File: src/rtl/regfile_seq_ctrl.sv
// regfile_seq_ctrl: sequencer that fills a regfile with a Fibonacci-style
// series. It reads reg[idx] and reg[idx+1] through the regfile read port and
// writes their sum to reg[idx+2], from the two seeds at START_ADDR up to
// LAST_ADDR. Each element takes three cycles (RD_A, RD_B, WR). A one-cycle
// done pulse marks the end of a run. overflow is sticky for the whole run.
module regfile_seq_ctrl #(
  parameter int AW         = 6,
  parameter int DW         = 32,
  parameter int START_ADDR = 0,
  parameter int LAST_ADDR  = 63
) (
  input  logic          clk,
  input  logic          rst_n,
  input  logic          start,
  output logic [AW-1:0] rAddr1,
  input  logic [DW-1:0] rDout1,
  output logic [AW-1:0] wAddr,
  output logic [DW-1:0] wDin,
  output logic          wEna,
  output logic          busy,
  output logic          done,
  output logic          overflow
);

  localparam logic [2:0] S_IDLE = 3'd0;
  localparam logic [2:0] S_RD_A = 3'd1;
  localparam logic [2:0] S_RD_B = 3'd2;
  localparam logic [2:0] S_WR   = 3'd3;
  localparam logic [2:0] S_DONE = 3'd4;

  localparam logic [AW-1:0] START_A = AW'(START_ADDR);
  localparam logic [AW-1:0] LAST_A  = AW'(LAST_ADDR);

  // Full-width add; the extra top bit is the carry out of the DW-bit sum.
  function automatic logic [DW:0] add_carry(input logic [DW-1:0] x, input logic [DW-1:0] y);
    return {1'b0, x} + {1'b0, y};
  endfunction

  logic [2:0]    state_q, state_d;
  logic [AW-1:0] idx_q, idx_d;
  logic [DW-1:0] a_q, a_d;
  logic [DW-1:0] b_q, b_d;
  logic          ovf_q, ovf_d;

  logic [DW:0]   sum_s;
  logic [AW-1:0] idx_p1_s;
  logic [AW-1:0] idx_p2_s;

  assign sum_s    = add_carry(a_q, b_q);
  assign idx_p1_s = idx_q + AW'(1);
  assign idx_p2_s = idx_q + AW'(2);

  // Next-state logic: state walk, operand capture and sticky overflow.
  always_comb begin
    state_d = state_q;
    idx_d   = idx_q;
    a_d     = a_q;
    b_d     = b_q;
    ovf_d   = ovf_q;
    case (state_q)
      S_IDLE: begin
        if (start) begin
          idx_d   = START_A;
          ovf_d   = 1'b0;
          state_d = S_RD_A;
        end else begin
          state_d = S_IDLE;
        end
      end
      S_RD_A: begin
        a_d     = rDout1;
        state_d = S_RD_B;
      end
      S_RD_B: begin
        b_d     = rDout1;
        state_d = S_WR;
      end
      S_WR: begin
        if (sum_s[DW]) begin
          ovf_d = 1'b1;
        end else begin
          ovf_d = ovf_q;
        end
        if (idx_p2_s == LAST_A) begin
          state_d = S_DONE;
        end else begin
          idx_d   = idx_p1_s;
          state_d = S_RD_A;
        end
      end
      S_DONE: begin
        state_d = S_IDLE;
      end
      default: begin
        state_d = S_IDLE;
      end
    endcase
  end

  // State and datapath registers, cleared asynchronously by rst_n.
  always_ff @(posedge clk or negedge rst_n) begin
    if (!rst_n) begin
      state_q <= S_IDLE;
      idx_q   <= {AW{1'b0}};
      a_q     <= {DW{1'b0}};
      b_q     <= {DW{1'b0}};
      ovf_q   <= 1'b0;
    end else begin
      state_q <= state_d;
      idx_q   <= idx_d;
      a_q     <= a_d;
      b_q     <= b_d;
      ovf_q   <= ovf_d;
    end
  end

  // Moore output decode from the registered state, idx, a and b.
  always_comb begin
    rAddr1 = {AW{1'b0}};
    wAddr  = {AW{1'b0}};
    wDin   = {DW{1'b0}};
    wEna   = 1'b0;
    busy   = 1'b0;
    done   = 1'b0;
    case (state_q)
      S_IDLE: begin
        busy = 1'b0;
      end
      S_RD_A: begin
        rAddr1 = idx_q;
        busy   = 1'b1;
      end
      S_RD_B: begin
        rAddr1 = idx_p1_s;
        busy   = 1'b1;
      end
      S_WR: begin
        wAddr = idx_p2_s;
        wDin  = sum_s[DW-1:0];
        wEna  = 1'b1;
        busy  = 1'b1;
      end
      S_DONE: begin
        done = 1'b1;
      end
      default: begin
        busy = 1'b0;
      end
    endcase
  end

  assign overflow = ovf_q;

endmodule

File: config.mk
export PLATFORM = sky130hd
export DESIGN_NAME = regfile_seq_ctrl
export DESIGN_NICKNAME = d
export VERILOG_FILES = /design/src/rtl/regfile_seq_ctrl.sv
export SDC_FILE = /design/constraint.sdc
export NUM_CORES = 1
export LEC_CHECK = 0
export ABC_AREA = 1
export CAP_MARGIN = 30
export CELL_PAD_IN_SITES_DETAIL_PLACEMENT = 0
export CELL_PAD_IN_SITES_GLOBAL_PLACEMENT = 2
export CORE_MARGIN = 2
export CORE_UTILIZATION = 31
export CTS_BUF_LIST = sky130_fd_sc_hd__clkbuf_8
export DETAILED_ROUTE_END_ITERATION = 8
export DONT_BUFFER_PORTS = 1
export PLACE_DENSITY_LB_ADDON = 0.08
export SYNTH_ARGS = -nofsm -noshare
export SYNTH_HDL_FRONTEND = slang
export SYNTH_SLANG_ARGS = --single-unit
export TNS_END_PERCENT = 5
File: constraint.sdc
create_clock -name clk -period 6.33 [get_ports clk]
set_clock_uncertainty 0.2 [all_clocks]
set_input_delay 1.899 -clock clk [delete_from_list [all_inputs] [get_ports clk]]
set_output_delay 1.899 -clock clk [all_outputs]
set_load 0.1 [all_outputs]
; Word level (Yosys, flattened, before mapping)
; Cells that the tools add are included.
[op_classes]
n_addsub = 3
eq_ne = 8
muxes = 15
n_reduce_logical = 5
[ops]
columns = cell, count
row1 = $add A32 B32 Y33, 1
row2 = $mux W32, 1
row3 = $pmux W6 S2, 2
row4 = $mux W6, 3
row5 = $pmux W3 S4, 1
row6 = $add A6 B1 Y6 const B, 1
row7 = $add A6 B2 Y6 const B, 1
row8 = $eq A3 B2 Y1 const B, 2
row9 = $eq A6 B6 Y1 const B, 1
row10 = $mux W1, 6
row11 = $ne A2 B2 Y1 const B, 3
row12 = $reduce_and A3 Y1, 2
row13 = $eq A3 B1 Y1 const B, 1
row14 = $eq A3 B3 Y1 const B, 1
row15 = $logic_not A3 Y1, 1
row16 = $mux W3, 1
row17 = $reduce_or A3 Y1, 1
row18 = $pmux W1 S2, 1
row19 = $reduce_bool A2 Y1, 1
[word_totals]
ff_bits = 74
input_bits = 35
output_inout_bits = 48
wordCells = 36

; Depth between registers and ports, before layout
; Gate-level depths: netlist of run 1.
[logic_depth]
depth_word = 4
mapped_depth = 14
mapped_depth_nobuf = 14

; Worst setup path before layout of run 1
; OpenSTA, ideal clock, no wires.
[synth_timing]
path_type = register to output
from = reg state_q[2]
to = out rAddr1[0]
arrival_ns = 3.048
required_time_ns = 4.231
setup_slack_ns = 1.183
stages_incl_launch_ff = 5
path_buffers = 1
path_cell_list = dfrtp_1 -> inv_1 -> nand3_1 -> clkbuf_1 -> o21ai_0
[synth_between]
elab_chain_len = 2
word_cells_on_any_way = 3
classes_between = 2 x eq/ne / 1 x mux
[synth_rtl]
columns = element, line_no
row1 = "start, declared", 39  ; logic [2:0] state_q, state_d;
row2 = "start signal, assigned", 109  ; state_q <= state_d;
row3 = $eq A3 B2 Y1 / $eq A3 B1 Y1 (equally long branches), 125  ; case (state_q)
row4 = $pmux W6 S2 (*), 125
row5 = "end, declared", 15  ; output logic [AW-1:0] rAddr1,
; Mark *: on every way between the ends. The rest lies on a longest branch, timed or not.

; Worst setup path after layout of run 1
[layout_timing]
from = reg a_q[0]
to = out wDin[28]
[layout_between]
elab_chain_len = 2
[layout_rtl]
columns = element, line_no
row1 = "start, declared", 41  ; logic [DW-1:0] a_q, a_d;
row2 = "start signal, assigned", 105  ; a_q <= {DW{1'b0}};
row3 = $add A32 B32 Y33, 36  ; return {1'b0, x} + {1'b0, y};
row4 = $mux W32, 125
row5 = "end, declared", 18  ; output logic [DW-1:0] wDin,
; No other way between the ends.

==> results of run 1 <==
==> cells by family after synthesis <==
family / after synthesis / share of synthesized area, %
compound gates: 128 / 12.1
xor+xnor: 11 / 1.72
fa+ha+maj: 36 / 8.20
buf+inv: 184 / 12.5
flops: 74 / 33.1
simple gates: 442 / 32.3
==> layout make-up <==
type | instances | area (um^2)
sequential | 74 | 1850
timing repair buffer | 49 | 811
tap | 229 | 287
clock buffer | 10 | 138
inverter | 167 | 627
multi-input combinational | 617 | 3190
clock inverter | 6 | 88.8
fill | 1942 | 10800
==> critical path: stages (launching register included) <==
cell and delay (ns):
dfrtp_1 0.36, ha_1 0.27, inv_1 0.08, fa_1 0.35, inv_1 0.18, nand3_1 0.09, nand3_1 0.18, nand2_1 0.08
nand3_1 0.20, nand2_1 0.13, nand3_1 0.10, nand2_1 0.06, nor2_2 0.14, buf_4 0.31
==> flip-flops by register name (all words and copies together) (netlist names) <==
| register | flops |
|---|---|
| a_q | 32 |
| b_q | 32 |
| idx_q | 6 |
| overflow | 1 |
| state_q | 3 |
==> placed cells by master, fill, tap and decap left out, types with 3 or more instances in the layout <==
master / netlist / final
buf_8: 0 / 23
nand3_1: 34 / 33
ha_1: 35 / 35
a21oi_2: 0 / 10
inv_1: 152 / 153
nor2_2: 5 / 34
nand2_2: 5 / 5
nand2_1: 289 / 289
xnor2_1: 7 / 7
buf_4: 0 / 12
a21oi_1: 36 / 26
o22ai_1: 10 / 5
inv_2: 14 / 14
xor2_1: 4 / 4
o21ai_0: 67 / 66
nor3_2: 3 / 4
clkbuf_8: 0 / 10
buf_16: 0 / 12
and2_1: 8 / 8
nand4_1: 5 / 5
nor2_1: 83 / 54
nor3_1: 7 / 6
o21bai_1: 3 / 3
o21ai_1: 10 / 10
dfrtp_1: 74 / 74
o22ai_2: 0 / 5
==> power groups by stage <==
stage	clock (uW)	combinational, uW	sequential, uW
2_1_floorplan	0	183	513
3_3_place_gp	0	256	515
3_5_place_dp	0	256	516
4_1_cts	452	257	507
5_1_grt	483	292	510
6_report	433	253	507
==> through the flow <==
stage | worst slack (ns) | std cells
6_report | 1.32 | 1152
5_1_grt | 0.960 | 1152
4_1_cts | 1.23 | 1152
3_5_place_dp | 1.66 | 1136
3_3_place_gp | 1.52 | 1100
2_1_floorplan | 1.18 | 875
==> per-layer routing <==
metal	track usage (%)	share of wire (%)	routed length, um
met2	29.1	46	7700
met3	3.81	3.0	507
met4	4.03	1.0	169
met1	25.0	50	8450
met5	0	0	0
==> cells in the mapped netlist, drive strengths merged (9+ instances only) <==
master  count  area share (%)
nand2     294              20
inv       166              11
nor2       88             6.1
o21ai      78             7.2
dfrtp      74              33
a21oi      36             3.2
ha         35             7.8
nand3      34             3.0
nor3       11             1.5
o22ai      10             1.1
clkbuf      9            0.60
==> final timing paths <==
path	from	end	cells after the start
hold reg to reg	b_q[24]$_DFFE_PN0P_	b_q[24]$_DFFE_PN0P_	2
hold / removal	b_q[24]$_DFFE_PN0P_	b_q[24]$_DFFE_PN0P_	2
min in group asynchronous	rst_n	b_q[11]$_DFFE_PN0P_	0
max in group asynchronous	rst_n	b_q[14]$_DFFE_PN0P_	0
setup reg to reg	a_q[0]$_DFFE_PN0P_	overflow$_DFFE_PN0P_	14
setup / recovery	a_q[0]$_DFFE_PN0P_	wDin[28]	13
==> impl_metrics.json, run 1 <==
{
  "status": "finished, final reports clean",
  "fin_crit_ns": 5.01,
  "coreArea_um2": 17800,
  "hold_class": "register to register",
  "netlist_area_um2": 5590,
  "design_area_um2": 6990,
  "synthArstFlopShare_pct": 100,
  "grt_pass1_vias": 5327,
  "grt.total_usage_pct": 18.0,
  "cts_tree": "done",
  "p_seq_share_pct": 42.5,
  "crit_fanout": 5,
  "dpl_cell_area_um2": 6770,
  "p_leak_uw": 0.00364,
  "ys_warn_count": 0,
  "crit_path_end_kind": "primary output",
  "p_switching_uw": 384,
  "fp.dieH_um": 138,
  "hold_viol": 0,
  "holdWs_ns": 0.295,
  "synthesis.nets": 946,
  "p_int_uw": 809,
  "synth_edf_count": 0,
  "cts_sinks": 74,
  "numCtsBuffers": 9,
  "rrSetupSlack_ns": 3.79,
  "cts.clk_slew.worst_paths_ns": 0.09,
  "hpwl_mm": 13.4,
  "switching_share_pct": 32.2,
  "worst_pin_slew_ns": 0.911,
  "cts_root_buf": "clkbuf_8",
  "worstSetupPathType": "register to primary output",
  "max_freq_mhz": 200,
  "combPwrFrac_pct": 21.2,
  "cts_resized": 0,
  "slew_headroom_pct": 39.3,
  "power.density_nw_per_um2": 171,
  "wirelength_mm": 16.8,
  "synthFlopType": "dfrtp_1",
  "io_pins": 83,
  "clockBufferDepth": 2,
  "period_share_pct": 79.1,
  "grt_antenna_before_repair": 0,
  "drv_cap": 0,
  "die_w_um": 138,
  "ys_ff_latch": 74,
  "place.gp.congestion": 0.848,
  "final_nets": 989,
  "finalSetupTns_ns": 0,
  "postLayoutCoreUtil_pct": 39.2,
  "wl_per_cell_um": 14.6,
  "clockPowerShare_pct": 36.3,
  "grt_overflow_total": 0,
  "drtPass1Iterations": 6,
  "diodes": 0,
  "final-setup-viol-count": 0,
  "maxSlewViolCount": 0,
  "ctsHoldBuffers": 0,
  "port_buffers": 0,
  "ys_seq_area_share_pct": 33.1,
  "htreeDepth": 3,
  "rows": 49,
  "initial_core_util_pct": 31.3,
  "drive_gt1_share_pct": 15.2,
  "post-route-drc-count": 0,
  "layout-area-overhead-vs-synth_pct": 25.2,
  "drtAntennaViolNets": 0,
  "ys_types": 29,
  "synthCells": 875,
  "peakVddDrop_mv": 0.118,
  "drt_iter0_markers": 290,
  "clkLatencyLatePin_ns": 0.37,
  "cp.arrival_ns": 2.91,
  "rsz0062_at_grt": "false",
  "p_total_uw": 1190,
  "post-cts-setup-buffers": 0,
  "die-area_um2": 19100,
  "vias_per_cell": 4.55,
  "start_kind": "register",
  "grt_start_max_net_pins": 75,
  "grt_pass1_wl_mm": 27.6,
  "crit_required_ns": 4.23,
  "syn-mean-instance-area_um2": 6.38,
  "dr_total_vias": 5243
}
Power figures use the tool's default switching activity.
==> run 2, diff against run 1 <==
- clock period: 6.33 -> 5.15 ns (I/O delays scaled with it)
==> run 2 against run 1 <==
Effect of this change: clock-buffer cell count grew 2; first-iteration DRC count shrank 16%; hold slack lost 0.0035 ns; sequential cell count is the same; cell area shrank 5.5%; routed wire length shrank 1.9%; register-to-register slack lost 1.1 ns; cell count is essentially flat; clock power grew 27%; sequential power grew 23%; total power grew 24%; setup slack lost 0.75 ns.
==> impl_metrics.json, run 2 (synthesis results as in run 1) <==
{
  "grt.total_usage_pct": 18.0,
  "finalSetupTns_ns": 0,
  "clkLatencyLatePin_ns": 0.37,
  "postLayoutCoreUtil_pct": 37.0,
  "post-place-ws_ns": 0.958,
  "place.gp.congestion": 0.829,
  "fp.dieH_um": 138,
  "cts.clk_slew.worst_paths_ns": 0.08,
  "rows": 49,
  "final_cell_mix": "289 x nand2_1, 152 x inv_1, 74 x dfrtp_1, 66 x o21ai_0, 54 x nor2_1",
  "hpwl_mm": 13.1,
  "grt_pass1_wl_mm": 27.6,
  "diodes": 0,
  "final_common_cell": "nand2_1",
  "wirelength_mm": 16.5,
  "drive_gt1_share_pct": 15.4,
  "wl_per_cell_um": 14.3,
  "cts_root_buf": "clkbuf_8",
  "clockBufferDepth": 2,
  "cp.arrival_ns": 2.83,
  "die-area_um2": 19100,
  "coreArea_um2": 17800,
  "grt_antenna_before_repair": 0,
  "drt_iter0_markers": 244,
  "post-route-drc-count": 0,
  "ctsHoldBuffers": 0,
  "holdWs_ns": 0.291,
  "maxSlewViolCount": 0,
  "grt_overflow_total": 0,
  "worst_pin_slew_ns": 0.914,
  "drtAntennaViolNets": 0,
  "max_freq_mhz": 219,
  "layout-area-overhead-vs-synth_pct": 18.2,
  "seq_area_um2": 1850,
  "period_share_pct": 88.8,
  "reg2reg_depth": 14,
  "design_area_um2": 6610,
  "vias_per_cell": 4.57,
  "rsz0062_at_grt": "false",
  "p_leak_uw": 0.00354,
  "nFillCells": 1953,
  "grt_pass1_vias": 5267,
  "peakVddDrop_mv": 0.127,
  "grt_start_max_net_pins": 75,
  "io_pins": 83,
  "hold_viol": 0,
  "initial_core_util_pct": 31.3,
  "worstSetupPathType": "register to primary output",
  "power.density_nw_per_um2": 225,
  "holdPathStages": 2,
  "dpl_cell_area_um2": 6370,
  "hold_class": "register to register",
  "drtPass1Iterations": 5,
  "fin_crit_ns": 4.58,
  "worst_slack_ns": 0.575,
  "crit_path_end_kind": "primary output",
  "die_w_um": 138,
  "post-cts-setup-buffers": 0,
  "cts_resized": 0,
  "dr_total_vias": 5265,
  "crit_fanout": 5,
  "cts_sinks": 74,
  "cts_tree": "done",
  "status": "finished, final reports clean",
  "crit_required_ns": 3.41,
  "htreeDepth": 3,
  "final-setup-viol-count": 0,
  "multi_input_area_um2": 3190,
  "start_kind": "register",
  "drv_cap": 0,
  "port_buffers": 0,
  "slew_headroom_pct": 39.1,
  "reg_top3": "a_q x32, b_q x32, idx_q x6",
  "final_nets": 990,
  "numCtsBuffers": 9
}
==> run 2: critical path, cell delays in order, from the launching register on <==
cell,delay (ns)
dfrtp_1,0.36
ha_1,0.25
inv_1,0.08
fa_1,0.36
inv_1,0.16
nand3_1,0.10
nand3_1,0.16
nand2_1,0.07
nand2_1,0.16
nand2_1,0.07
nand2_1,0.15
o21ai_1,0.09
a21oi_2,0.15
buf_4,0.30
==> run 2: report_power, final <==
part | internal, uW | leakage (uW) | switching [uW] | total [uW]
clock network | 312 | 0.000119 | 238 | 551
registers | 606 | 0.000855 | 16.9 | 623
logic | 100 | 0.00257 | 210 | 310
total | 1020 | 0.00354 | 465 | 1480
==> run 2: metrics by stage <==
stage | instances | power, uW
6_report | 1153 | 1480
5_1_grt | 1153 | 1590
4_1_cts | 1153 | 1510
3_5_place_dp | 1137 | 947
3_3_place_gp | 1136 | 946
2_1_floorplan | 875 | 855
==> run 2: layer usage <==
layer	global-route usage [%]	wire length, um
met1	25.3	8420
met2	28.7	7390
met3	3.46	563
met4	4.03	144
met5	0	0
==> run 2: worst paths after layout <==
path | from | to | slack (ns)
worst max register to register | a_q[0]$_DFFE_PN0P_ | overflow$_DFFE_PN0P_ | 2.70
worst min-delay path | b_q[30]$_DFFE_PN0P_ | b_q[30]$_DFFE_PN0P_ | 0.29
max in group asynchronous | rst_n | a_q[0]$_DFFE_PN0P_ | 3.90
worst min register to register | b_q[30]$_DFFE_PN0P_ | b_q[30]$_DFFE_PN0P_ | 0.29
min in group asynchronous | rst_n | b_q[5]$_DFFE_PN0P_ | 0.66
worst max-delay path | a_q[0]$_DFFE_PN0P_ | wDin[16] | 0.57
==> run 2: area by class of cell <==
class / instances / area share [%]
multi-input cells: 617 / 48.3
clock inverters: 4 / 1.10
clock buffers: 12 / 2.50
inverters: 167 / 9.49
repair buffers: 50 / 6.25
well taps: 229 / 4.34
flip-flops and latches: 74 / 28.0
